**src/rtl/priority_encoder_16_4_serial.sv**
```systemverilog
// Serial priority encoder: captures a request vector and streams out the index
// of every set bit, highest first, one index per output handshake.
module priority_encoder_16_4_serial #(
    parameter int N     = 16,
    parameter int IDX_W = 4
) (
    input  logic             clk,
    input  logic             rst,
    input  logic [N-1:0]     in,
    input  logic             en,
    input  logic             in_valid,
    output logic             in_ready,
    output logic [IDX_W-1:0] out_idx,
    output logic             out_valid,
    input  logic             out_ready,
    output logic             out_last,
    output logic [IDX_W:0]   count
);

    typedef enum logic {
        IDLE  = 1'b0,
        DRAIN = 1'b1
    } state_t;

    state_t           state_q, state_d;
    logic [N-1:0]     pending_q, pending_d;
    logic [IDX_W:0]   count_q, count_d;

    logic [N-1:0]     above_set;
    logic [N-1:0]     is_top;
    logic [IDX_W-1:0] top_idx;
    logic             single_bit;
    logic [N-1:0]     capture_vec;
    logic             capture;
    logic             beat;

    function automatic logic [IDX_W:0] popcount(input logic [N-1:0] v);
        logic [IDX_W:0] cnt;
        cnt = '0;
        for (int i = 0; i < N; i++) begin
            cnt = cnt + {{IDX_W{1'b0}}, v[i]};
        end
        return cnt;
    endfunction

    // above_set[i] is 1 when any pending bit above position i is set, so
    // is_top isolates exactly the highest pending bit.
    assign above_set[N-1] = 1'b0;
    generate
        for (genvar gi = N - 2; gi >= 0; gi--) begin : g_above
            assign above_set[gi] = above_set[gi+1] | pending_q[gi+1];
        end
        for (genvar gi = 0; gi < N; gi++) begin : g_top
            assign is_top[gi] = pending_q[gi] & ~above_set[gi];
        end
    endgenerate

    always_comb begin
        top_idx = '0;
        for (int i = 0; i < N; i++) begin
            if (is_top[i]) begin
                top_idx = top_idx | IDX_W'(i);
            end
        end
    end

    assign single_bit  = (|pending_q) && ~|(pending_q & (pending_q - N'(1)));
    assign capture_vec = en ? in : '0;
    assign capture     = in_valid && (state_q == IDLE);
    assign beat        = out_ready && (state_q == DRAIN);

    always_comb begin
        state_d   = state_q;
        pending_d = pending_q;
        count_d   = count_q;
        case (state_q)
            IDLE: begin
                if (capture) begin
                    pending_d = capture_vec;
                    count_d   = popcount(capture_vec);
                    state_d   = (|capture_vec) ? DRAIN : IDLE;
                end
            end
            DRAIN: begin
                if (beat) begin
                    pending_d = pending_q & ~is_top;
                    if (single_bit) begin
                        state_d = IDLE;
                    end
                end
            end
            default: begin
                state_d   = IDLE;
                pending_d = '0;
            end
        endcase
    end

    always_ff @(posedge clk or posedge rst) begin
        if (rst) begin
            state_q   <= IDLE;
            pending_q <= '0;
            count_q   <= '0;
        end else begin
            state_q   <= state_d;
            pending_q <= pending_d;
            count_q   <= count_d;
        end
    end

    // Index and last flag read as zero whenever no beat is being offered.
    assign in_ready  = (state_q == IDLE);
    assign out_valid = (state_q == DRAIN);
    assign out_idx   = out_valid ? top_idx : '0;
    assign out_last  = out_valid && single_bit;
    assign count     = count_q;

endmodule

```
**config.mk**
```make
export PLATFORM = sky130hd
export DESIGN_NAME = priority_encoder_16_4_serial
export DESIGN_NICKNAME = d
export VERILOG_FILES = /design/src/rtl/priority_encoder_16_4_serial.sv
export SDC_FILE = /design/constraint.sdc
export NUM_CORES = 1
export LEC_CHECK = 0
export CAP_MARGIN = 20
export CORE_ASPECT_RATIO = 0.75
export CORE_MARGIN = 2
export CORE_UTILIZATION = 52
export DETAILED_ROUTE_END_ITERATION = 7
export GPL_TIMING_DRIVEN = 0
export HOLD_SLACK_MARGIN = 0.06
export PLACE_DENSITY = 0.9
export SYNTH_ARGS = -nofsm -noshare
export SYNTH_HDL_FRONTEND = slang
export SYNTH_SLANG_ARGS = --single-unit
```
**constraint.sdc**
```tcl
create_clock -name clk -period 2.55 [get_ports clk]
set_input_delay 0.51 -clock clk [delete_from_list [all_inputs] [get_ports clk]]
set_output_delay 0.51 -clock clk [all_outputs]
set_load 0.005 [all_outputs]
```
==> flow_summary.yaml, run 1 <==
run_status:
  status: "finished, violations left"
  failing_checks: "setup timing"
timing:
  clock_skew_after_layout_ns: 0.00411
  period_needed_ns: 3.71
  layout_worst_path_cycle_share: 1.46
  postLayoutSetupSlackWorst_ns: -1.16
  max_clock_freq_mhz: 269
  remaining_max_slew_budget_at_the_tightest_pin: 0.455
  worst_pin_slew_ns: 0.817
  maxSlewViolCount: 0
  report.final.setup_viol: 5
  final_hold_viol_count: 0
  grt_setup_unrepaired: "yes"
worst_hold_path:
  hold_path_class: "reg -> reg"
global_routing:
  grt_first_pass_wirelength_um: 8210
  track_usage: 0.285
  via_count_of_the_first_global_routing_pass: 1742
  grt_max_degree: 23
  global_route.overflow_total: 0
  grt_antenna_before_repair: 0
synth:
  synth_seq_area_share: 0.310
  number_of_enable_flip_flop_cells_after_synthesis: 0
  post_synthesis_average_cell_area_um2: 8.38
  synthCells: 212
  yosys_warnings: 0
  synthesis.nets: 249
  count_of_unique_library_cells_instantiated_by_yosys: 46
  asyncSetResetFlopFracSynth: 1.00
  syn_std_cell_area_um2: 1780
  postSynthRegisterBits: 22
  ys.flop_type: "dfrtp_1"
critical_path:
  path_class: "in -> reg"
  setup.worst_path.end_class: "register"
  crit_path_max_incr_delay_ns: 0.59
  crit_path_cell_trace: "clkbuf_16, clkbuf_16, buf_12, nand2_4, fa_1, fa_2, fa_1, fa_2, inv_2, ha_4, a21o_1, a21oi_2, xor2_1, o21ai_1"
  critical_path.top_delay_family: "adder cells"
  worst_ep_arrival_time_ns: 3.84
  crit_path_top_delay_cell: "fa_2"
  worstPathMaxFanout: 7
  cp.buffers_inverters: 4
  start_kind: "primary input"
  worst-endpoint-required_ns: 2.68
pwr:
  share_seq_of_total_power: 0.232
  totalPowerFinal_mw: 2.97
  comb_power_share: 0.697
  p_int_mw: 1.61
  netSwitchingPower_mw: 1.36
  power_dens_cells_nw_per_um2: 1150
  total_leakage_power_nw: 1.18
  switching_share: 0.457
  clock_power_share: 0.071
  worst_ir_drop_vdd_uv: 459
layout:
  flow.area_growth_from_synthesis_pct: 45.6
  n_antenna_cell: 0
  postLayoutCellArea_um2: 2590
  layout-drive-gt1-share: 0.321
  num-nets-final: 316
  filler_cell_count: 228
floorplan:
  rows: 18
  initial_core_util: 0.540
  fp.dieW_um: 71.5
  die-height_um: 54.6
  floorplan.core_area_um2: 3290
  num_io_pins: 33
  die_area_um2: 3910
clock_network:
  cts.reportedPaths.clkPinSlew_ns: 0.07
  cts-root-buf: "clkbuf_8"
  htree_levels: 1
  latest_clock_arrival_within_the_worst_skew_pair_ns: 0.26
  cts_tree: "done"
  cts.sink_count: 22
  cts.hold.buffers_added: 0
  cts_inserted_buffers: 3
  cts.path.max_buffers: 2
detailed_routing:
  drtPass1Iterations: 4
  wl_per_cell_um: 16.9
  postRouteAntennaNets: 0
  vias: 1853
  finalWirelength_um: 5360
  drc_errors: 0
  per_cell_via_count_in_the_routed_design: 5.85
  drt_first_iter_violations: 159
placed_design:
  number_of_buffers_inserted_by_port_buffering: 31
  place_congestion: 0.867
  place.detailed.hpwl_um: 3560
  place_area_um2: 2180
job:
  number_of_maximum_capacitance_violations: 0
timing repair:
item | CTS | global route
setup buffers | 24 | 13
pin swaps | 30 | 21
endpoints found under the setup margin | 10 | 11
resized for setup | 48 | 22
cells in the mapped netlist, types with 2 or more instances:
cell type | count | share of area
a211oi_1 | 2 | 0.0084
a21oi_1 | 13 | 0.037
and2_1 | 7 | 0.025
buf_2 | 2 | 0.0056
clkbuf_1 | 7 | 0.015
dfrtp_1 | 22 | 0.31
fa_1 | 10 | 0.11
ha_1 | 6 | 0.042
inv_1 | 19 | 0.040
nand2_1 | 38 | 0.080
nand3_1 | 3 | 0.0084
nand4_1 | 2 | 0.0070
nor2_1 | 14 | 0.030
nor2b_1 | 2 | 0.0070
nor3_1 | 6 | 0.017
nor4_1 | 2 | 0.0070
nor4_4 | 2 | 0.024
o211ai_1 | 4 | 0.017
o21ai_0 | 19 | 0.054
o21ai_1 | 2 | 0.0056
o22ai_1 | 2 | 0.0070
o311ai_1 | 2 | 0.0099
o31ai_1 | 3 | 0.013
per-layer routing:
metal	vias up	track usage	wire (um)
met3	11	0.0331	309
met1	896	0.381	2260
met4	0	0.107	84
li1	870	-	-
met2	76	0.489	2700
met5	-	0	0
path summary, 6_finish.rpt:
path / to / depth (start not counted) / from / slack, ns
setup / recovery: count[3] / 14 / en / -1.16
hold / removal: count[0] / 2 / count[0] / 0.48
setup reg to reg: pending_q[0] / 11 / pending_q[13] / 0.15
hold reg to reg: count[0] / 2 / count[0] / 0.48
max in group asynchronous: pending_q[1] / 2 / rst / 1.29
min in group asynchronous: pending_q[0] / 2 / rst / 0.70
final cells by class:
cell class / count / area [um2] / share of cell area
Timing Repair Buffer: 63 / 539 / 0.209
Multi-Input combinational cell: 159 / 1230 / 0.475
Tap cell: 40 / 50.0 / 0.0194
Buffer: 10 / 97.6 / 0.0377
Inverter: 20 / 75.1 / 0.0290
Clock buffer: 3 / 41.3 / 0.0160
Sequential cell: 22 / 554 / 0.214
stage by stage:
step           setup WS, ns  utilization  hold slack [ns]  TNS [ns]  cells
2_1_floorplan         -1.24            -            0.463     -5.55    212
3_3_place_gp          -1.65        0.663            0.449     -7.73    283
3_5_place_dp          -1.70        0.663            0.455     -7.98    283
4_1_cts               -1.23        0.758            0.480     -5.98    309
5_1_grt               -1.26        0.787            0.531     -5.77    317
6_report              -1.16        0.787            0.476     -5.26    317
cells in the final DEF, fill, tap and decap left out, types with 4 or more instances in the layout:
cell type and n:
o211ai_1 4, clkbuf_1 4, buf_6 4, and2_4 4
o21ai_0 13, o21ai_1 7, dlygate4sd2_1 9, nor3_1 4
fa_1 7, inv_2 7, ha_1 5, inv_1 12
nand2_2 4, buf_4 29, dfrtp_1 19, nand2_1 32
nor2_1 13, a21oi_1 10, clkdlybuf4s50_1 17
sequential cells by signal, summed over array words and instances (netlist names):
name and cells:
pending_q 16, out_valid 1, count 5
power by group through the flow:
| stage | registers (mW) | clock network [mW] | logic, mW |
|---|---|---|---|
| after floorplan | 0.623 | 0 | 1.03 |
| after detailed placement | 0.661 | 0 | 1.52 |
| final | 0.690 | 0.211 | 2.07 |
| after global routing | 0.703 | 0.221 | 2.27 |
| after CTS | 0.673 | 0.214 | 1.87 |
| after global placement | 0.653 | 0 | 1.47 |
tightest hold or removal path, cell delays in order (launching register included):
cell and delay, ns:
dfrtp_1 0.34, nand2_1 0.05, nand2_1 0.05
logic make-up after synthesis:
| group | count (synthesis) | synth area share |
|---|---|---|
| flops | 22 | 0.310 |
| compound gates | 59 | 0.215 |
| mux | 1 | 0.00563 |
| fa+ha+maj | 16 | 0.155 |
| simple gates | 82 | 0.240 |
| xor+xnor | 1 | 0.00493 |
| buf+inv | 31 | 0.0697 |
No activity file was read; power rests on OpenSTA's default activity.
==> run 2: changes to the inputs <==
--- a/config.mk
+++ b/config.mk
@@ -9,6 +9,7 @@
 export CORE_ASPECT_RATIO = 0.75
 export CORE_MARGIN = 2
 export CORE_UTILIZATION = 52
+export CTS_BUF_LIST = sky130_fd_sc_hd__clkbuf_16
 export DETAILED_ROUTE_END_ITERATION = 7
 export GPL_TIMING_DRIVEN = 0
 export HOLD_SLACK_MARGIN = 0.06
==> flow_summary.yaml, run 2 (synthesized netlist as in run 1, its figures left out) <==
timing:
  period_needed_ns: 3.67
  final_hold_viol_count: 0
  maxSlewViolCount: 0
  report.final.setup_viol: 7
  clock_skew_after_layout_ns: 0.00145
  max_clock_freq_mhz: 272
  grt_setup_unrepaired: "yes"
  postLayoutSetupSlackWorst_ns: -1.12
  setup_tns_ns: -5.03
  remaining_max_slew_budget_at_the_tightest_pin: 0.447
  layout_worst_path_cycle_share: 1.44
  worst_pin_slew_ns: 0.829
layout:
  layout.cells.most_common_list: "buf_4 (33), nand2_1 (32), dfrtp_1 (18)"
  fin_cells: 322
  postLayoutCellArea_um2: 2660
  flow.area_growth_from_synthesis_pct: 49.9
  largest_reg_flops: 16
  num-nets-final: 321
  filler_cell_count: 218
  layout-drive-gt1-share: 0.330
  final_common_cell: "buf_4"
  top_register: "pending_q"
  n_antenna_cell: 0
detailed_routing:
  wl_per_cell_um: 17.5
  drc_errors: 0
  postRouteAntennaNets: 0
  per_cell_via_count_in_the_routed_design: 5.95
  drt_first_iter_violations: 168
  finalWirelength_um: 5650
  drtPass1Iterations: 5
  vias: 1915
floorplan:
  rows: 18
  initial_core_util: 0.540
  die_area_um2: 3910
  die-height_um: 54.6
  fp.dieW_um: 71.5
  floorplan.core_area_um2: 3290
  num_io_pins: 33
global_routing:
  grt_first_pass_wirelength_um: 8160
  grt_max_degree: 23
  grt_antenna_before_repair: 0
  global_route.overflow_total: 0
  via_count_of_the_first_global_routing_pass: 1772
  track_usage: 0.279
critical_path:
  start_kind: "primary input"
  setup.worst_path.end_class: "register"
  path_class: "in -> reg"
  worst-endpoint-required_ns: 2.73
  worstPathMaxFanout: 8
  worst_ep_arrival_time_ns: 3.85
placed_design:
  place_worst_setup_slack_ns: -1.70
  post-place-cells: 283
  place_congestion: 0.867
  place_area_um2: 2180
  number_of_buffers_inserted_by_port_buffering: 31
  place.detailed.hpwl_um: 3560
pwr:
  totalPowerFinal_mw: 3.24
  total_leakage_power_nw: 1.22
  worst_ir_drop_vdd_uv: 573
  power_dens_cells_nw_per_um2: 1220
job:
  number_of_maximum_capacitance_violations: 0
clock_network:
  cts_inserted_buffers: 3
  cts.path.max_buffers: 2
  cts.reportedPaths.clkPinSlew_ns: 0.05
  cts-root-buf: "clkbuf_16"
  cts.sink_count: 22
  cts_tree: "done"
  htree_levels: 1
  latest_clock_arrival_within_the_worst_skew_pair_ns: 0.25
  cts.hold.buffers_added: 0
run_status:
  failing_checks: "setup timing"
  status: "finished, violations left"
worst_hold_path:
  hold_path_class: "reg -> reg"
==> run 2: changes by cell type in the layout (fill, tap and decap cells not counted), sizes merged <==
cell	before	now
buf	37	42
clkdlybuf4s15	1	2
dlygate4sd2	9	7
dlymetal6s2s	0	1
==> run 2: worst max-delay path: stages <==
cell	delay, ns
clkbuf_16	0.14
clkbuf_16	0.15
and2_4	0.14
fa_1	0.46
fa_1	0.51
inv_2	0.04
fa_1	0.54
fa_1	0.42
inv_2	0.08
ha_4	0.13
inv_2	0.04
fa_2	0.35
nor2b_2	0.15
o21ai_2	0.08
o21ai_1	0.12
==> run 2: cell type report <==
cell class                      count  area (um2)  share of cell area
Timing Repair Buffer               68         586               0.220
Sequential cell                    22         556               0.209
Multi-Input combinational cell    159        1220               0.460
Clock buffer                        3        75.1              0.0282
Inverter                           20        75.1              0.0282
Tap cell                           40        50.0              0.0188
Buffer                             10        97.6              0.0366
==> run 2: where the power goes <==
part | total [mW] | switching [mW] | leakage [nW] | internal (mW)
Combinational | 2.21 | 1.11 | 0.903 | 1.10
Sequential | 0.707 | 0.219 | 0.282 | 0.488
Clock | 0.322 | 0.115 | 0.0370 | 0.207
Total | 3.24 | 1.44 | 1.22 | 1.79
==> run 2: per-stage QoR <==
step	hold WS, ns	util
after floorplan	0.463	-
after CTS	0.476	0.768
after global routing	0.526	0.810
after detailed placement	0.455	0.663
final	0.471	0.810
after global placement	0.449	0.663
==> run 2: routing by layer <==
metal,track usage,share of wire,vias up
li1,-,-,879
met1,0.373,0.41,927
met2,0.486,0.51,90
met3,0.0221,0.059,19
met4,0.110,0.027,0
met5,0,0,-
==> run 2: worst paths after layout <==
check	startpoint	end	slack (ns)	depth (start not counted)
worst max-delay path	en	count[4]	-1.12	15
worst min-delay path	count[0]	count[0]	0.47	2
worst max register to register	pending_q[13]	pending_q[0]	0.01	12
worst min register to register	count[0]	count[0]	0.47	2
max in group asynchronous	rst	pending_q[1]	1.26	2
min in group asynchronous	rst	count[4]	0.72	2
==> run 2: repair_timing <==
item,in CTS,in global routing
setup endpoints to repair,10,12
buffers inserted,24,16
gates resized for setup,46,25
pin swaps,27,22
